===== src/rtl/id_decode_if.sv =====
// Handshake and decoded-bundle signals between the fetch side, the id_decode
// stage and its consumer.
interface id_decode_if;
   logic        flush;
   logic        in_valid;
   logic        in_ready;
   logic [31:0] instr;
   logic [31:0] pc;
   logic        out_valid;
   logic        out_ready;
   logic [3:0]  alu_op;
   logic        is_signed;
   logic [31:0] imm;
   logic        use_imm;
   logic [4:0]  rs1;
   logic [4:0]  rs2;
   logic [4:0]  rd;
   logic [31:0] pc_q;
   logic        is_branch;
   logic        illegal;

   modport master (
      output flush, in_valid, instr, pc, out_ready,
      input  in_ready, out_valid, alu_op, is_signed, imm, use_imm,
             rs1, rs2, rd, pc_q, is_branch, illegal
   );

   modport slave (
      input  flush, in_valid, instr, pc, out_ready,
      output in_ready, out_valid, alu_op, is_signed, imm, use_imm,
             rs1, rs2, rd, pc_q, is_branch, illegal
   );
endinterface


===== src/rtl/id_decode.sv =====
// RV32 subset instruction decoder with a single registered output stage
// (valid/ready on both sides, flush discards the held bundle).
module id_decode (
   input  logic        clk,
   input  logic        rst_n,
   id_decode_if.slave  bus
);
   typedef enum logic { EMPTY, FULL } state_t;

   typedef enum logic [3:0] {
      ALU_ADD = 4'd0,  ALU_SUB = 4'd1,  ALU_MUL = 4'd2,  ALU_AND = 4'd3,
      ALU_OR  = 4'd4,  ALU_XOR = 4'd5,  ALU_SHL = 4'd6,  ALU_SHR = 4'd7,
      ALU_SLT = 4'd8,  ALU_LUI = 4'd9,  ALU_BEQ = 4'd10, ALU_BNE = 4'd11,
      ALU_BGE = 4'd12, ALU_BLT = 4'd13
   } alu_t;

   localparam logic [6:0] OPC_OP     = 7'b0110011;
   localparam logic [6:0] OPC_OP_IMM = 7'b0010011;
   localparam logic [6:0] OPC_LUI    = 7'b0110111;
   localparam logic [6:0] OPC_BRANCH = 7'b1100011;

   state_t state, state_nx;
   logic   accept, take;

   logic [6:0] opcode;
   logic [2:0] f3;
   logic [6:0] f7;
   logic       f7_zero;

   alu_t        d_alu;
   logic        d_signed, d_use_imm, d_branch, d_illegal;
   logic [31:0] d_imm;
   logic [4:0]  d_rs1, d_rs2, d_rd;

   alu_t        q_alu;
   logic        q_signed, q_use_imm, q_branch, q_illegal;
   logic [31:0] q_imm, q_pc;
   logic [4:0]  q_rs1, q_rs2, q_rd;

   assign opcode  = bus.instr[6:0];
   assign f3      = bus.instr[14:12];
   assign f7      = bus.instr[31:25];
   assign f7_zero = (f7 == 7'b0000000);

   always_comb begin
      d_alu     = ALU_ADD;
      d_signed  = 1'b0;
      d_imm     = '0;
      d_use_imm = 1'b0;
      d_rs1     = bus.instr[19:15];
      d_rs2     = bus.instr[24:20];
      d_rd      = bus.instr[11:7];
      d_branch  = 1'b0;
      d_illegal = 1'b0;
      case (opcode)
         OPC_OP: begin
            case (f3)
               3'b000: begin
                  if (f7_zero)                 d_alu = ALU_ADD;
                  else if (f7 == 7'b0100000)   d_alu = ALU_SUB;
                  else if (f7 == 7'b0000001)   d_alu = ALU_MUL;
                  else                         d_illegal = 1'b1;
               end
               3'b111: d_alu = ALU_AND;
               3'b110: d_alu = ALU_OR;
               3'b100: d_alu = ALU_XOR;
               3'b001: d_alu = ALU_SHL;
               3'b101: d_alu = ALU_SHR;
               3'b010: begin d_alu = ALU_SLT; d_signed = 1'b1; end
               default: d_alu = ALU_SLT;
            endcase
            // Only funct3=000 has funct7 variants; everything else needs funct7=0.
            if (f3 != 3'b000 && !f7_zero) d_illegal = 1'b1;
         end
         OPC_OP_IMM: begin
            d_use_imm = 1'b1;
            d_imm     = {{20{bus.instr[31]}}, bus.instr[31:20]};
            case (f3)
               3'b000: d_alu = ALU_ADD;
               3'b111: d_alu = ALU_AND;
               3'b110: d_alu = ALU_OR;
               3'b100: d_alu = ALU_XOR;
               3'b001, 3'b101: begin
                  d_alu = (f3 == 3'b001) ? ALU_SHL : ALU_SHR;
                  d_imm = {27'd0, bus.instr[24:20]};
                  if (!f7_zero) d_illegal = 1'b1;
               end
               3'b010: begin d_alu = ALU_SLT; d_signed = 1'b1; end
               default: d_alu = ALU_SLT;
            endcase
         end
         OPC_LUI: begin
            d_alu     = ALU_LUI;
            d_imm     = {bus.instr[31:12], 12'h000};
            d_use_imm = 1'b1;
            d_rs1     = '0;
         end
         OPC_BRANCH: begin
            d_branch = 1'b1;
            d_rd     = '0;
            d_imm    = {{19{bus.instr[31]}}, bus.instr[31], bus.instr[7],
                        bus.instr[30:25], bus.instr[11:8], 1'b0};
            case (f3)
               3'b000: d_alu = ALU_BEQ;
               3'b001: d_alu = ALU_BNE;
               3'b100: begin d_alu = ALU_BLT; d_signed = 1'b1; end
               3'b101: begin d_alu = ALU_BGE; d_signed = 1'b1; end
               3'b110: d_alu = ALU_BLT;
               3'b111: d_alu = ALU_BGE;
               default: d_illegal = 1'b1;
            endcase
         end
         default: d_illegal = 1'b1;
      endcase
      if (d_illegal) begin
         d_alu     = ALU_ADD;
         d_signed  = 1'b0;
         d_imm     = '0;
         d_use_imm = 1'b0;
         d_rd      = '0;
         d_branch  = 1'b0;
      end
   end

   assign bus.out_valid = (state == FULL);
   assign bus.in_ready  = !bus.out_valid || bus.out_ready;
   assign accept        = bus.in_valid && bus.in_ready;
   assign take          = bus.out_valid && bus.out_ready;

   always_ff @(posedge clk or negedge rst_n) begin
      if (!rst_n) state <= EMPTY;
      else        state <= state_nx;
   end

   // Flush wins over a same-cycle accept; take+accept keeps the stage FULL.
   always_comb begin
      state_nx = state;
      if (bus.flush)  state_nx = EMPTY;
      else if (accept) state_nx = FULL;
      else if (take)   state_nx = EMPTY;
   end

   always_ff @(posedge clk or negedge rst_n) begin
      if (!rst_n) begin
         q_alu     <= ALU_ADD;
         q_signed  <= 1'b0;
         q_imm     <= '0;
         q_use_imm <= 1'b0;
         q_rs1     <= '0;
         q_rs2     <= '0;
         q_rd      <= '0;
         q_pc      <= '0;
         q_branch  <= 1'b0;
         q_illegal <= 1'b0;
      end else if (accept && !bus.flush) begin
         q_alu     <= d_alu;
         q_signed  <= d_signed;
         q_imm     <= d_imm;
         q_use_imm <= d_use_imm;
         q_rs1     <= d_rs1;
         q_rs2     <= d_rs2;
         q_rd      <= d_rd;
         q_pc      <= bus.pc;
         q_branch  <= d_branch;
         q_illegal <= d_illegal;
      end
   end

   assign bus.alu_op    = q_alu;
   assign bus.is_signed = q_signed;
   assign bus.imm       = q_imm;
   assign bus.use_imm   = q_use_imm;
   assign bus.rs1       = q_rs1;
   assign bus.rs2       = q_rs2;
   assign bus.rd        = q_rd;
   assign bus.pc_q      = q_pc;
   assign bus.is_branch = q_branch;
   assign bus.illegal   = q_illegal;
endmodule


===== src/flat_wrapper.sv =====
// flat-port wrapper written by rule: the top's interface ports become plain ports
module id_decode_flat 
  (clk, rst_n, bus_flush, bus_in_valid, bus_instr, bus_pc, bus_out_ready, bus_in_ready, bus_out_valid, bus_alu_op, bus_is_signed, bus_imm, bus_use_imm, bus_rs1, bus_rs2, bus_rd, bus_pc_q, bus_is_branch, bus_illegal);
  id_decode_if bus_i ();
  input  logic clk;
  input  logic rst_n;
  input wire logic [$bits(bus_i.flush)-1:0] bus_flush;
  input wire logic [$bits(bus_i.in_valid)-1:0] bus_in_valid;
  input wire logic [$bits(bus_i.instr)-1:0] bus_instr;
  input wire logic [$bits(bus_i.pc)-1:0] bus_pc;
  input wire logic [$bits(bus_i.out_ready)-1:0] bus_out_ready;
  output wire logic [$bits(bus_i.in_ready)-1:0] bus_in_ready;
  output wire logic [$bits(bus_i.out_valid)-1:0] bus_out_valid;
  output wire logic [$bits(bus_i.alu_op)-1:0] bus_alu_op;
  output wire logic [$bits(bus_i.is_signed)-1:0] bus_is_signed;
  output wire logic [$bits(bus_i.imm)-1:0] bus_imm;
  output wire logic [$bits(bus_i.use_imm)-1:0] bus_use_imm;
  output wire logic [$bits(bus_i.rs1)-1:0] bus_rs1;
  output wire logic [$bits(bus_i.rs2)-1:0] bus_rs2;
  output wire logic [$bits(bus_i.rd)-1:0] bus_rd;
  output wire logic [$bits(bus_i.pc_q)-1:0] bus_pc_q;
  output wire logic [$bits(bus_i.is_branch)-1:0] bus_is_branch;
  output wire logic [$bits(bus_i.illegal)-1:0] bus_illegal;
  assign bus_i.flush = bus_flush;
  assign bus_i.in_valid = bus_in_valid;
  assign bus_i.instr = bus_instr;
  assign bus_i.pc = bus_pc;
  assign bus_i.out_ready = bus_out_ready;
  assign bus_in_ready = bus_i.in_ready;
  assign bus_out_valid = bus_i.out_valid;
  assign bus_alu_op = bus_i.alu_op;
  assign bus_is_signed = bus_i.is_signed;
  assign bus_imm = bus_i.imm;
  assign bus_use_imm = bus_i.use_imm;
  assign bus_rs1 = bus_i.rs1;
  assign bus_rs2 = bus_i.rs2;
  assign bus_rd = bus_i.rd;
  assign bus_pc_q = bus_i.pc_q;
  assign bus_is_branch = bus_i.is_branch;
  assign bus_illegal = bus_i.illegal;
  id_decode u_core (.clk(clk), .rst_n(rst_n), .bus(bus_i));
endmodule

===== config.mk =====
export PLATFORM = sky130hd
export DESIGN_NAME = id_decode_flat
export DESIGN_NICKNAME = d
export VERILOG_FILES = /design/src/rtl/id_decode_if.sv /design/src/rtl/id_decode.sv /design/src/flat_wrapper.sv
export SDC_FILE = /design/constraint.sdc
export NUM_CORES = 1
export LEC_CHECK = 0
export ABC_CLOCK_PERIOD_IN_PS = 4000
export BUFFER_PORTS_ARGS = -buffer_cell sky130_fd_sc_hd__buf_2
export CAP_MARGIN = 15
export CORE_MARGIN = 4
export CORE_UTILIZATION = 52
export CTS_CLUSTER_SIZE = 12
export DETAILED_ROUTE_END_ITERATION = 12
export PLACE_DENSITY = 0.82
export SYNTH_ARGS = -nofsm -noshare
export SYNTH_HDL_FRONTEND = slang
export SYNTH_SLANG_ARGS = --single-unit

===== constraint.sdc =====
create_clock -name clk -period 4 [get_ports clk]
set_input_delay 0.2 -clock clk [delete_from_list [all_inputs] [get_ports clk]]
set_output_delay 0.2 -clock clk [all_outputs]
set_load 0.05 [all_outputs]

== Word-level counts from Yosys, hierarchy flattened ==
Cells that the tools add are included.
Widths: inputs -> output; s select.
Word-level totals
  register bits after elaboration: 88
  input port bits: 69
Cells by class
  eq/ne operators: 12
  multiplexer cells: 35
  reduce and logical (&&, ||, !) cells: 19
Operator list (count)
  $pmux 32 s3: 1
  $mux 32: 2
  $pmux 4 s4: 2
  $pmux 4 s6: 1
  $eq 7x6->1 const B: 3
  $pmux 4 s5: 1
  $mux 1: 19
  $mux 5: 3
  $eq 3x3->1 const B: 4
  $mux 4: 3
  $reduce_or 2->1: 6
  $eq 7x1->1 const B: 1
  $eq 7x5->1 const B: 1
  $eq 7x7->1 const B: 1
  $logic_not 7->1: 1
  $reduce_bool 3->1: 2
  $reduce_or 6->1: 1
  $logic_and 1x1->1: 4
  $pmux 1 s4: 1
  $eq 3x1->1 const B: 1
  $eq 3x2->1 const B: 1
  $logic_not 1->1: 3
  $logic_not 3->1: 1
  $mux 2: 1
  other kinds (2): 2

== Logic depth before layout (Yosys ltp) ==
  depth after elaboration: 8
  mapped depth: 8

== Worst setup path before layout ==
No wires, ideal clock.
  kind: reg-to-reg
  start point: register u_core.state (netlist: u_core.bus.out_valid)
  end point: register u_core.q_imm[2] (netlist: u_core.bus.imm[2])
  data arrival time: 2101 ps
  path slack: 1825 ps
  cell stages (with the launch flop): 8
  buffers on the path: 2
  cells stage by stage: dfrtp_1 -> nor2b_1 -> inv_1 -> nand3b_1 -> clkbuf_1 -> clkbuf_1 -> nand2_1 -> o21ai_2
On the way
  word-level cells in the longest chain between the ends: 4
Ends and longest elaborated chain
  from (decl): RTL line id_decode.sv:22  | state_t state, state_nx;
  from (signal assigned): RTL line id_decode.sv:132  | else state <= state_nx;
  $logic_not 1->1: RTL line id_decode.sv:126  | assign bus.in_ready = !bus.out_valid || bus.out_ready;
  $logic_or 1x1->1: RTL line id_decode.sv:126
  net bus_in_ready: RTL line flat_wrapper.sv:12  | output wire logic [$bits(bus_i.in_ready)-1:0] bus_in_ready;
  $logic_and 1x1->1: RTL line id_decode.sv:127  | assign accept = bus.in_valid && bus.in_ready;
  $logic_and 1x1->1: RTL line id_decode.sv:155  | end else if (accept && !bus.flush) begin
  to (signal assigned): RTL line id_decode.sv:158  | q_imm <= d_imm;
  to (decl): RTL line id_decode.sv:37  | logic [31:0] q_imm, q_pc;
The timed path passes the listed nets, and every way through them passes these cells.
A chain may end at the register's enable or synchronous reset.

== Worst setup path after layout ==
  start point: register u_core.state (netlist: u_core.bus.out_valid)
  end point: register u_core.q_imm[12] (netlist: u_core.bus.imm[12])
On the way
  word-level cells in the longest chain between the ends: 4
Ends and longest elaborated chain (RTL line)
  $logic_not 1->1: id_decode.sv:126
  $logic_or 1x1->1: id_decode.sv:126
  $logic_and 1x1->1: id_decode.sv:127
  $logic_and 1x1->1: id_decode.sv:155
No other way between the ends.

==> reports/metrics.cfg <==
[status]
status = complete, no violations

[timing]
min_period_over_period_pct = 48.3
max_freq_ghz = 0.518
drv_slew = 0
finalSetupViolCount = 0
rsz0062_at_grt = no
setup_slack_ns = 2.07
relSlewSlack_pct = 38.8
totalNegativeSetupSlack_ns = 0
hold_violations = 0
finClkSkew_ns = 0.0140
tightestPinTransition_ns = 0.918
period_needed_ns = 1.93

[global_route]
grt_use_total_pct = 22.7
grt_pass1_wl_mm = 15.9
grt-ovfl-total = 0
antenna_found_initial = 0
first_global_vias = 3310
grt_max_degree = 89

[yosys]
synth_top_area_share_pct = 56.4
synth_area_leaders = dfrtp_1 56%, nand2_1 14%, o21ai_2 4.5%, a22o_1 2.9%, a21oi_1 2.6%
synth_seq_cells = 88
yosysSeqAreaShare_pct = 56.4
syn_inst = 399
syn_area_per_cell_um2 = 9.78
netlist_area_um2 = 3900
synth_edf_count = 0
synth-compound-area-share_pct = 18.0
synth-adder-area-share_pct = 0
synthArstFlopShare_pct = 100
synth_xor_xnor_area_share_pct = 0
synth_top_family_by_area = simple AND/OR/NAND/NOR gates
muxShareOfSynthArea_pct = 0
synth_area_leader_cell = dfrtp_1
synth_nets = 468
yosys_warnings = 0
ys.flop_type = dfrtp_1
ys_types = 46
synth-simple-area-share_pct = 21.5

[critical_path]
crit_type = register to register
critPathLaunchType = register
worstPathArrival_ns = 2.19
required_ns = 4.26
cp-end-kind = register
crit_fanout = 25

[die]
coreArea_um2 = 7290
row_count = 31
io_pins = 158
start_util_pct = 53.5
dieArea_um2 = 8950
chipHeight_um = 94.6
die_w_um = 94.6

[cells_and_area]
final_cell_mix = 156 x buf_2, 149 x nand2_1, 88 x dfrtp_1
area_delta_synth_final_pct = 26.3
fill_cells = 622
final_common_cell = buf_2
layout.nets = 616
regArea_um2 = 2200
diodes = 0
final_area_um2 = 4930
drive_gt1_share_pct = 37.9
multi_input_area_um2 = 1550

[power_and_ir_drop]
power_density_nw_per_um2 = 413
power.leakage_uw = 0.00265
vdd_drop_max_mv = 0.240
totalPowerFinal_uw = 2040

[drt]
drt_first_pass_iters = 4
viasPerCell = 5.32
drc = 0
wl_mm = 10.1
ant_nets = 0
dr.first_iter.drc_count = 164
vias = 3461
wl_per_cell_um = 15.5

[placement]
gp_congestion = 0.821
place_hpwl_mm = 7.25
place_area_um2 = 4700
pre_cts_ws_ns = 1.81
portBuffers = 157

[min_path]
worstHoldPathType = primary input to register

[clocking]
cts_made_buffers = 9
clock-root-buffer = clkbuf_8
cts_resized = 0
insertion_delay_ns = 0.35
clockBufferDepth = 2
tritoncts = built
cts_num_sinks = 88
path_clk_slew_ns = 0.10
htree_num_levels = 3

[job]
maxCapViolCount = 0

[state kept, by name (all words and copies together), names as in the netlist]
register and count:
u_core.bus.use_imm 1, u_core.bus.is_signed 1, u_core.bus.imm 32, u_core.bus.rd 5, u_core.bus.rs1 5, u_core.bus.rs2 5, u_core.bus.illegal 1, u_core.bus.is_branch 1
u_core.bus.alu_op 4, u_core.bus.out_valid 1, u_core.bus.pc_q 32
[cell usage after synthesis, types with 2 or more instances]
master	number
o21ai_2	20
dfrtp_1	88
a31oi_1	2
nand2b_1	6
buf_12	2
nor3_1	3
o21ai_0	14
a22oi_1	4
nand2_1	149
and4bb_2	2
buf_6	2
a22o_1	13
nor2_1	10
a21oi_1	20
and3b_1	2
or3_1	2
a32o_1	7
inv_1	3
buf_2	2
nor2b_1	3
clkbuf_1	20
[per-layer routing]
layer / global-route usage (%) / wire, um
met3: 4.78 / 604
met5: 0 / 0
met4: 9.86 / 240
met1: 30.1 / 4200
met2: 36.1 / 5010
[power by group]
group / total, uW / internal (uW) / switching (uW)
Sequential: 983 / 952 / 31.2
Combinational: 479 / 111 / 369
Clock: 575 / 252 / 324
[critical path: stages, from the launching register on]
cell	delay (ns)
dfrtp_1	0.39
nor2b_1	0.18
nor3b_4	0.31
nand3_1	0.10
or3_1	0.38
buf_4	0.26
o21ai_0	0.22
[cell families (layout without fill, tap and decap cells)]
logic type / Yosys count / count (layout)
flip-flops: 88 / 88
buffers and inverters: 29 / 182
AND/OR/NAND/NOR: 190 / 190
AO/OA/AOI/OAI: 92 / 92
[worst paths after layout]
check,from,endpoint,slack [ns],cells past startpoint
max reg2reg,u_core.bus.out_valid,u_core.bus.imm[12],2.07,6
min,bus_pc[30],u_core.bus.pc_q[30],0.03,3
max,u_core.bus.out_valid,u_core.bus.imm[12],2.07,6
min in group asynchronous,rst_n,u_core.bus.pc_q[13],0.25,2
max in group asynchronous,rst_n,u_core.bus.rs1[0],3.13,3
min reg2reg,u_core.bus.pc_q[5],u_core.bus.pc_q[5],0.47,2
[area by class of cell]
type | count | share of cell area (%)
inverters | 3 | 0.228
flip-flops and latches | 88 | 44.7
repair buffers | 163 | 17.4
well taps | 99 | 2.51
multi-input cells | 282 | 31.4
clock inverters | 6 | 1.02
clock buffers | 10 | 2.79
[stage by stage]
| stage | util [%] | cells | hold slack [ns] |
|---|---|---|---|
| after detailed placement | 64.5 | 633 | 0.392 |
| final | 67.6 | 651 | 0.0280 |
| after floorplan | - | 399 | -0.0956 |
| after CTS | 67.1 | 649 | 0.0229 |
| after global placement | 64.5 | 633 | 0.388 |
| after global routing | 67.6 | 651 | 0.0196 |
[what timing repair did]
item                                    in CTS  in global routing
endpoints found under the setup margin       0                  0
setup buffers                                0                  0
endpoints found under the hold margin        0                 13
hold buffers                                 0                  1
(Power assumes the default switching activity.)
